File: config.mk
export PLATFORM = sky130hd
export DESIGN_NAME = seq_divider
export DESIGN_NICKNAME = d
export VERILOG_FILES = /design/src/rtl/seq_divider_pkg.sv /design/src/rtl/seq_divider_ctrl.sv /design/src/rtl/seq_divider.sv
export SDC_FILE = /design/constraint.sdc
export NUM_CORES = 1
export LEC_CHECK = 0
export BUFFER_PORTS_ARGS = -buffer_cell sky130_fd_sc_hd__buf_2
export CORE_ASPECT_RATIO = 1.25
export CORE_UTILIZATION = 57
export CTS_CLUSTER_DIAMETER = 40
export DETAILED_ROUTE_END_ITERATION = 8
export PLACE_DENSITY = 0.93
export REMOVE_ABC_BUFFERS = 1
export SLEW_MARGIN = 20
export SYNTH_ARGS = -nofsm -noshare
export SYNTH_HDL_FRONTEND = slang
export SYNTH_SLANG_ARGS = --single-unit
File: constraint.sdc
create_clock -name clk -period 5.6 [get_ports clk]
set_input_delay 0.56 -clock clk [delete_from_list [all_inputs] [get_ports clk]]
set_output_delay 0.56 -clock clk [all_outputs]
set_load 0.03 [all_outputs]
File: src/rtl/seq_divider_pkg.sv
// Shared definitions for the sequential restoring divider: state encoding
// and the width of the debug state code.
package seq_divider_pkg;

   localparam int CS_W = 2;

   typedef enum logic [CS_W-1:0] {
      IDLE = 2'd0,
      ITER = 2'd1,
      DONE = 2'd2
   } state_t;

endpackage

File: src/rtl/seq_divider_ctrl.sv
// Control unit for seq_divider: state register, iteration counter,
// next-state logic and the one-cycle enables that steer the datapath.
// The encoding 2'd3 is never entered normally; if it ever appears the
// block falls back to IDLE on the next edge.
module seq_divider_ctrl
   import seq_divider_pkg::*;
#(
   parameter int WIDTH = 4,
   parameter int CNT_W = $clog2(WIDTH + 1)
) (
   input  logic            clk,
   input  logic            rst,
   input  logic            go,
   input  logic            dbz,       // zero divisor request, already qualified by the top
   output logic [CS_W-1:0] state,
   output logic            load,      // accept operands, start iterating
   output logic            step,      // one restoring-division iteration this edge
   output logic            finish,    // last iteration, latch results
   output logic            dbz_load   // zero divisor, latch the fixed result
);

   logic [CS_W-1:0]  state_q, state_d;
   logic [CNT_W-1:0] cnt;

   // State register with synchronous reset
   always_ff @(posedge clk) begin
      if (rst) state_q <= IDLE;
      else     state_q <= state_d;
   end

   // Iteration counter: loaded with WIDTH on accept, counts down per iteration
   always_ff @(posedge clk) begin
      if (rst)       cnt <= '0;
      else if (load) cnt <= CNT_W'(WIDTH);
      else if (step) cnt <= cnt - 1'b1;
   end

   // Next-state and datapath enables
   always_comb begin
      state_d  = state_q;
      load     = 1'b0;
      step     = 1'b0;
      finish   = 1'b0;
      dbz_load = 1'b0;
      case (state_q)
         IDLE: begin
            if (go) begin
               if (dbz) begin
                  dbz_load = 1'b1;
                  state_d  = DONE;
               end else begin
                  load    = 1'b1;
                  state_d = ITER;
               end
            end
         end
         ITER: begin
            step = 1'b1;
            if (cnt == CNT_W'(1)) begin
               finish  = 1'b1;
               state_d = DONE;
            end
         end
         DONE: begin
            // stay while go is held so a long go pulse cannot restart
            if (!go) state_d = IDLE;
         end
         default: state_d = IDLE;
      endcase
   end

   assign state = state_q;

endmodule

File: src/rtl/seq_divider.sv
// Parametrised sequential unsigned divider (restoring, one quotient bit per
// clock) with a go/done handshake. The control unit lives in
// seq_divider_ctrl; the shift/subtract datapath and result registers live here.
// Optional feature: define DIVIDER_DBZ_CHECK_EN to short-circuit a zero
// divisor straight to DONE with err set; otherwise err is tied low and a
// zero divisor runs the normal iterations.
module seq_divider
   import seq_divider_pkg::*;
#(
   parameter int WIDTH = 4,
   parameter int CNT_W = $clog2(WIDTH + 1)
) (
   input  logic             clk,
   input  logic             rst,
   input  logic             go,
   input  logic [WIDTH-1:0] dividend,
   input  logic [WIDTH-1:0] divisor,
   output logic [WIDTH-1:0] quotient,
   output logic [WIDTH-1:0] remainder,
   output logic             done,
   output logic             busy,
   output logic             err,
   output logic [1:0]       cs
);

   logic [CS_W-1:0] state;
   logic            load, step, finish, dbz_load, dbz;

   logic [WIDTH-1:0] x_reg, y_reg;
   logic [WIDTH:0]   r_reg;
   logic [WIDTH:0]   t, diff, r_nxt;
   logic [WIDTH-1:0] x_nxt;
   logic             ge;

`ifdef DIVIDER_DBZ_CHECK_EN
   assign dbz = (divisor == '0);
`else
   assign dbz = 1'b0;
`endif

   seq_divider_ctrl #(
      .WIDTH (WIDTH),
      .CNT_W (CNT_W)
   ) u_ctrl (
      .clk      (clk),
      .rst      (rst),
      .go       (go),
      .dbz      (dbz),
      .state    (state),
      .load     (load),
      .step     (step),
      .finish   (finish),
      .dbz_load (dbz_load)
   );

   // One restoring step: shift the next dividend bit into the partial
   // remainder, subtract the divisor if it fits, record the quotient bit.
   always_comb begin
      t     = {r_reg[WIDTH-1:0], x_reg[WIDTH-1]};
      ge    = (t >= {1'b0, y_reg});
      diff  = t - {1'b0, y_reg};
      r_nxt = ge ? diff : t;
      x_nxt = {x_reg[WIDTH-2:0], ge};
   end

   // Working registers: capture on accept, advance on each iteration
   always_ff @(posedge clk) begin
      if (rst) begin
         x_reg <= '0;
         y_reg <= '0;
         r_reg <= '0;
      end else if (load) begin
         x_reg <= dividend;
         y_reg <= divisor;
         r_reg <= '0;
      end else if (step) begin
         x_reg <= x_nxt;
         r_reg <= r_nxt;
      end
   end

   // Result registers: hold the last result until the next one completes
   always_ff @(posedge clk) begin
      if (rst) begin
         quotient  <= '0;
         remainder <= '0;
      end else if (finish) begin
         quotient  <= x_nxt;
         remainder <= r_nxt[WIDTH-1:0];
      end else if (dbz_load) begin
         quotient  <= '1;
         remainder <= dividend;
      end
   end

`ifdef DIVIDER_DBZ_CHECK_EN
   // Divide-by-zero flag: set on a short-circuited request, cleared on accept
   always_ff @(posedge clk) begin
      if (rst)           err <= 1'b0;
      else if (load)     err <= 1'b0;
      else if (dbz_load) err <= 1'b1;
   end
`else
   assign err = 1'b0;
`endif

   // The partial remainder never exceeds the divisor, so its top bit is
   // always zero after a step; it is kept for width symmetry only.
   logic unused_rtop;
   assign unused_rtop = r_reg[WIDTH] ^ r_nxt[WIDTH];

   assign done = (state == DONE);
   assign busy = (state == ITER);
   assign cs   = state;

endmodule

**Yosys cells after proc, flatten, opt, wreduce, memory -nomap -nowiden**

Index checks and enable logic that the tools add are counted.

- Multiplexer cells: 16
- Add/subtract/negate cells: 2
- Reduce and logical (&&, ||, !) cells: 4
- Equality and inequality tests: 6
- Order comparisons: 1

Operators with widths:

| operator | count |
|---|---|
| 4-bit 2-to-1 mux | 5 |
| 2-bit 2-to-1 mux | 3 |
| 3-bit 2-to-1 mux | 2 |
| 2-bit case mux with 3 select lines | 1 |
| 5-bit by 4-bit greater-or-equal comparator with 1-bit output | 1 |
| 1-bit 2-to-1 mux | 5 |
| 2-bit inequality test (second input constant) | 2 |
| 4-bit subtractor | 1 |
| 3-bit by 1-bit equality test with 1-bit output (second input constant) | 1 |
| 3-bit AND reduction | 1 |
| 3-bit by 1-bit subtractor with 3-bit output (second input constant) | 1 |
| 2-bit by 1-bit equality test with 1-bit output (second input constant) | 1 |
| 2-bit equality test (second input constant) | 1 |
| 2-bit zero test | 1 |
| 2-bit by 1-bit inequality test with 1-bit output (second input constant) | 1 |
| 2-bit nonzero test | 1 |
| 2-bit OR reduction | 1 |

- Register bits: 25
- Input bits: 11
- Logic and storage cells: 37

**Depth between registers and ports, before layout**

- Depth in word-level cells: 4
- Gate-level depth with buffers: 8

**Modules after synthesis**

Synthesis repeated with hierarchy kept, for this count alone.

- Cell total of the unflattened synthesis: 159
- Area total of the unflattened synthesis: 1401.3 um^2

By module, submodules not included:

| module | cells each | times used | area each (um^2) |
|---|---|---|---|
| seq_divider | 130 | 1 | 1119.8 |
| seq_divider_ctrl | 29 | 1 | 281.5 |

**Least setup slack after synthesis**

Ideal clock, no wire load.

- Kind: flip-flop to flip-flop
- Start: reg x_reg[3]
- End: reg remainder[0]
- Arrival: 1.701 ns
- Slack: 3.824 ns
- Setup time: 0.075 ns
- Cell stages (with the launch flop): 8
- Path through: dfxtp_1 inv_1 ha_1 nand2b_4 a2111oi_4 nor2_2 mux2_4 o22ai_1

- Cells in the longest elaborated chain, start to end: 3
- Elaborated cells on any way between the ends: 4

RTL lines:

| what | line | text |
|---|---|---|
| start, declared | seq_divider.sv:29 | `logic [WIDTH-1:0] x_reg, y_reg;` |
| start signal, assigned | seq_divider.sv:73 | `x_reg <= dividend;` |
| start signal, assigned | seq_divider.sv:77 | `x_reg <= x_nxt;` |
| 4-bit subtractor / 5-bit by 4-bit greater-or-equal comparator with 1-bit output (equally long branches) | seq_divider.sv:61, seq_divider.sv:60 |  |
| 4-bit 2-to-1 mux (*) | seq_divider.sv:62 | `r_nxt = ge ? diff : t;` |
| 4-bit 2-to-1 mux (*) | seq_divider.sv:87 | `end else if (finish) begin` |
| end signal, assigned | seq_divider.sv:89 | `remainder <= r_nxt[WIDTH-1:0];` |
| end signal, assigned | seq_divider.sv:92 | `remainder <= dividend;` |
| end, declared | seq_divider.sv:19 | `output logic [WIDTH-1:0] remainder,` |

Every way passes the cells marked *; elsewhere a longest branch is shown, timed or not. The select of a mux whose other input is x is not followed.
A chain may end at the register's enable or synchronous reset.

**Worst setup path in the final report**

- Start: reg u_ctrl.state_q[1] (netlist: u_ctrl.state[1])
- End: out busy

- Cells in the longest elaborated chain, start to end: 1

RTL lines:

| what | line | text |
|---|---|---|
| start, declared | seq_divider_ctrl.sv:22 | `logic [CS_W-1:0] state_q, state_d;` |
| start signal, assigned | seq_divider_ctrl.sv:28 | `else state_q <= state_d;` |
| 2-bit by 1-bit equality test with 1-bit output | seq_divider.sv:113 | `assign busy = (state == ITER);` |
| end, declared | seq_divider.sv:21 | `output logic busy,` |

No other way between the ends.

==> qor.csv <==
metric;value;unit
status;finished, final reports clean;
simple-gate share of the synthesized area;0.188;
clock period minus worst slack;2.13;ns
DRC;0;
type of origin of the critical path;flop;
mux share of post-synthesis cell area;0.0674;
Starting Density;0.607;
Slew headroom;0.353;
num ports;24;
DR WL/cell;13.8;um
Pint;250;uW
clock power share;0.223;
final hold vios;0;
Synth Area in Adders;0.0800;
max cap viols;0;
crit path cell chain;nand2b_1, inv_1, buf_2;
r2r startpoint;x_reg[3];
Synth-to-Final Area Change;10.8;%
Buffers & Inverters on Critical Path;2;
CTS resizes;0;
clk sinks;25;
Comb power frac;0.234;
Crit path max-delay family;buffers and inverters;
worst path required time;5.04;ns
Syn Inst Count;133;
Via Count;986;
Crit. End Element;primary output;
die height;53.1;um
number of global-route vias before repair;902;
core footprint;0.00196;mm^2
Hold Crit Depth;3;
first-pass GRT wire length;3.82;mm
post-synth top area share;0.421;
setup TNS;0;ns
DRC marker count from the first detailed-route iteration;15;
Root Driver;clkbuf_4;
PD cells;271;mW/mm^2
post-synthesis cell area;0.00119;mm^2
worst setup path category;reg2out;
# diodes;0;
leakage power;0.000559;uW
wirelength, routed;2.38;mm
post-route ant nets;0;
sequential share of power;0.544;
Synth Register Bits;25;
GRT Util Overall;0.235;
share of cells above drive strength 1;0.217;
Synth Area in XOR/XNOR;0.0221;
Slew Limit Fails;0;
Clk pin slew, worst setup/hold paths;0.12;ns
post-place setup slack;3.55;ns
antenna violations before repair;0;
Switch Pwr;107;uW
Vias/cell;5.73;
largest net degree at the start of global routing;23;
GPL Wtd Cong;0.787;
Switching Fraction;0.300;
die span in x;42.8;um
total congestion overflow;0;
post-synthesis compound-gate area fraction;0.165;
Core Rows;18;
reg2reg end;r_reg[3];
worst reg2reg setup slack;3.68;ns
CP max-delay cell;dfxtp_1;
Worst Skew;0.00212;ns
Min-Delay Startpoint;divisor[1];
main combinational cell family by area after synthesis;simple AND/OR/NAND/NOR gates;
Synth Area per Inst;8.94;um^2
clk buf depth;2;
crit-path max FO;13;
CTS buffer count;3;
Synth area leader;dfxtp_1;
RSZ-0062 raised after global routing;no;
Clock Latency Late Sink;0.32;ns
Final WS setup;3.47;ns
H-tree depth;1;
final worst-path cycle share;0.381;
ranking of synthesized cells by area;dfxtp_1, nor2_1, ha_1;
Ys Warns;0;
Worst Hold Class;in2reg;
Final nets;171;
fin area;0.00132;mm^2
Post-DP HPWL;1.78;mm
Levels on crit path;3;
Finished Core Util;0.672;
Worst-Margin Slew;0.966;ns
IO buf count;22;
hold_buf cts;0;
capture point of the worst path;busy;
Detailed Routing Iterations Pass 1;4;
area of placed instances;0.00129;mm^2
Yosys cell types;28;
crit path from;u_ctrl.state[1];
Die ar.;0.00227;mm^2
CTS tree;done;
Setup violations, final;0;
f_max;469;MHz
Overall Power;357;uW
max incr delay on CP;0.36;ns
worst IR drop on VDD;0.000207;V
# Post-CTS Setup Buffers;0;
sequential area share after synthesis;0.421;
crit path DAT;1.57;ns
Worst Reg-to-Reg Cells;7;
-- synthesized netlist by cell type (all sizes together) --
cell type	n
nor3b	1
nor2	22
inv	8
o22ai	6
nand2	10
a211oi	3
a2111oi	1
a21oi	11
ha	6
dfxtp	25
o221ai	1
buf	3
mux2	2
or2	3
conb	1
clkbuf	4
a22oi	4
or3	2
xnor2	3
nor2b	1
nand2b	7
fa	1
mux2i	5
o21ai	3
-- per-stage QoR --
step,hold slack [ns],instances
floorplan,0.430,126
global placement,0.452,168
detailed placement,0.468,168
CTS,0.451,172
global route,0.450,172
finish,0.459,172
-- worst min path at each step --
stage | end | slack, ns
2_1_floorplan | x_reg[3] | 0.43
3_3_place_gp | x_reg[3] | 0.45
3_5_place_dp | x_reg[3] | 0.47
4_1_cts | y_reg[1] | 0.45
5_1_grt | y_reg[1] | 0.45
6_report | y_reg[1] | 0.46
-- worst min-delay path, cell delays in order --
cell and delay (ns):
buf_2 0.07, a21oi_1 0.05, nor2_1 0.07
-- power groups by stage --
stage / logic [uW] / clock network [uW] / registers (uW)
floorplan: 59.7 / 0 / 200
global placement: 78.9 / 0 / 198
detailed placement: 82.4 / 0 / 198
CTS: 83.1 / 81.8 / 194
global route: 91.3 / 86.8 / 196
finish: 83.5 / 79.6 / 194
-- metal layers --
| metal | wire length (um) | global-route usage |
|---|---|---|
| met1 | 943 | 0.230 |
| met2 | 1200 | 0.394 |
| met4 | 97 | 0.214 |
| met3 | 145 | 0.0717 |
| met5 | 0 | 0 |
-- cells in the final DEF, fill, tap and decap left out, types with 2 or more instances in the layout --
master,Yosys,layout
nor2_1,21,21
a211oi_1,3,3
dfxtp_1,25,25
o21ai_0,3,3
o22ai_1,6,6
a22oi_1,4,4
nand2b_1,6,6
inv_1,8,8
clkbuf_4,0,3
mux2i_1,5,5
buf_2,2,22
or3_1,2,2
mux2_4,2,2
or2_2,2,2
ha_1,6,6
nand2_1,10,10
a21oi_1,11,11
xnor2_1,3,3
-- area by class of cell --
class | instances | area, um^2
repair buffers | 22 | 110
fillers | 148 | 642
well taps | 20 | 25.0
flip-flops and latches | 25 | 500
multi-input cells | 93 | 626
clock buffers | 4 | 26.3
inverters | 8 | 30.0
-- kinds of logic after synthesis --
family	after synthesis
muxes	7
DFF	25
adders and majority gates	7
xor gates and xnor gates	3
buffers and inverters	15
other	1
AOI/OAI and AO/OA	29
and+or+nand+nor	46
Power figures use the tool's default switching activity.
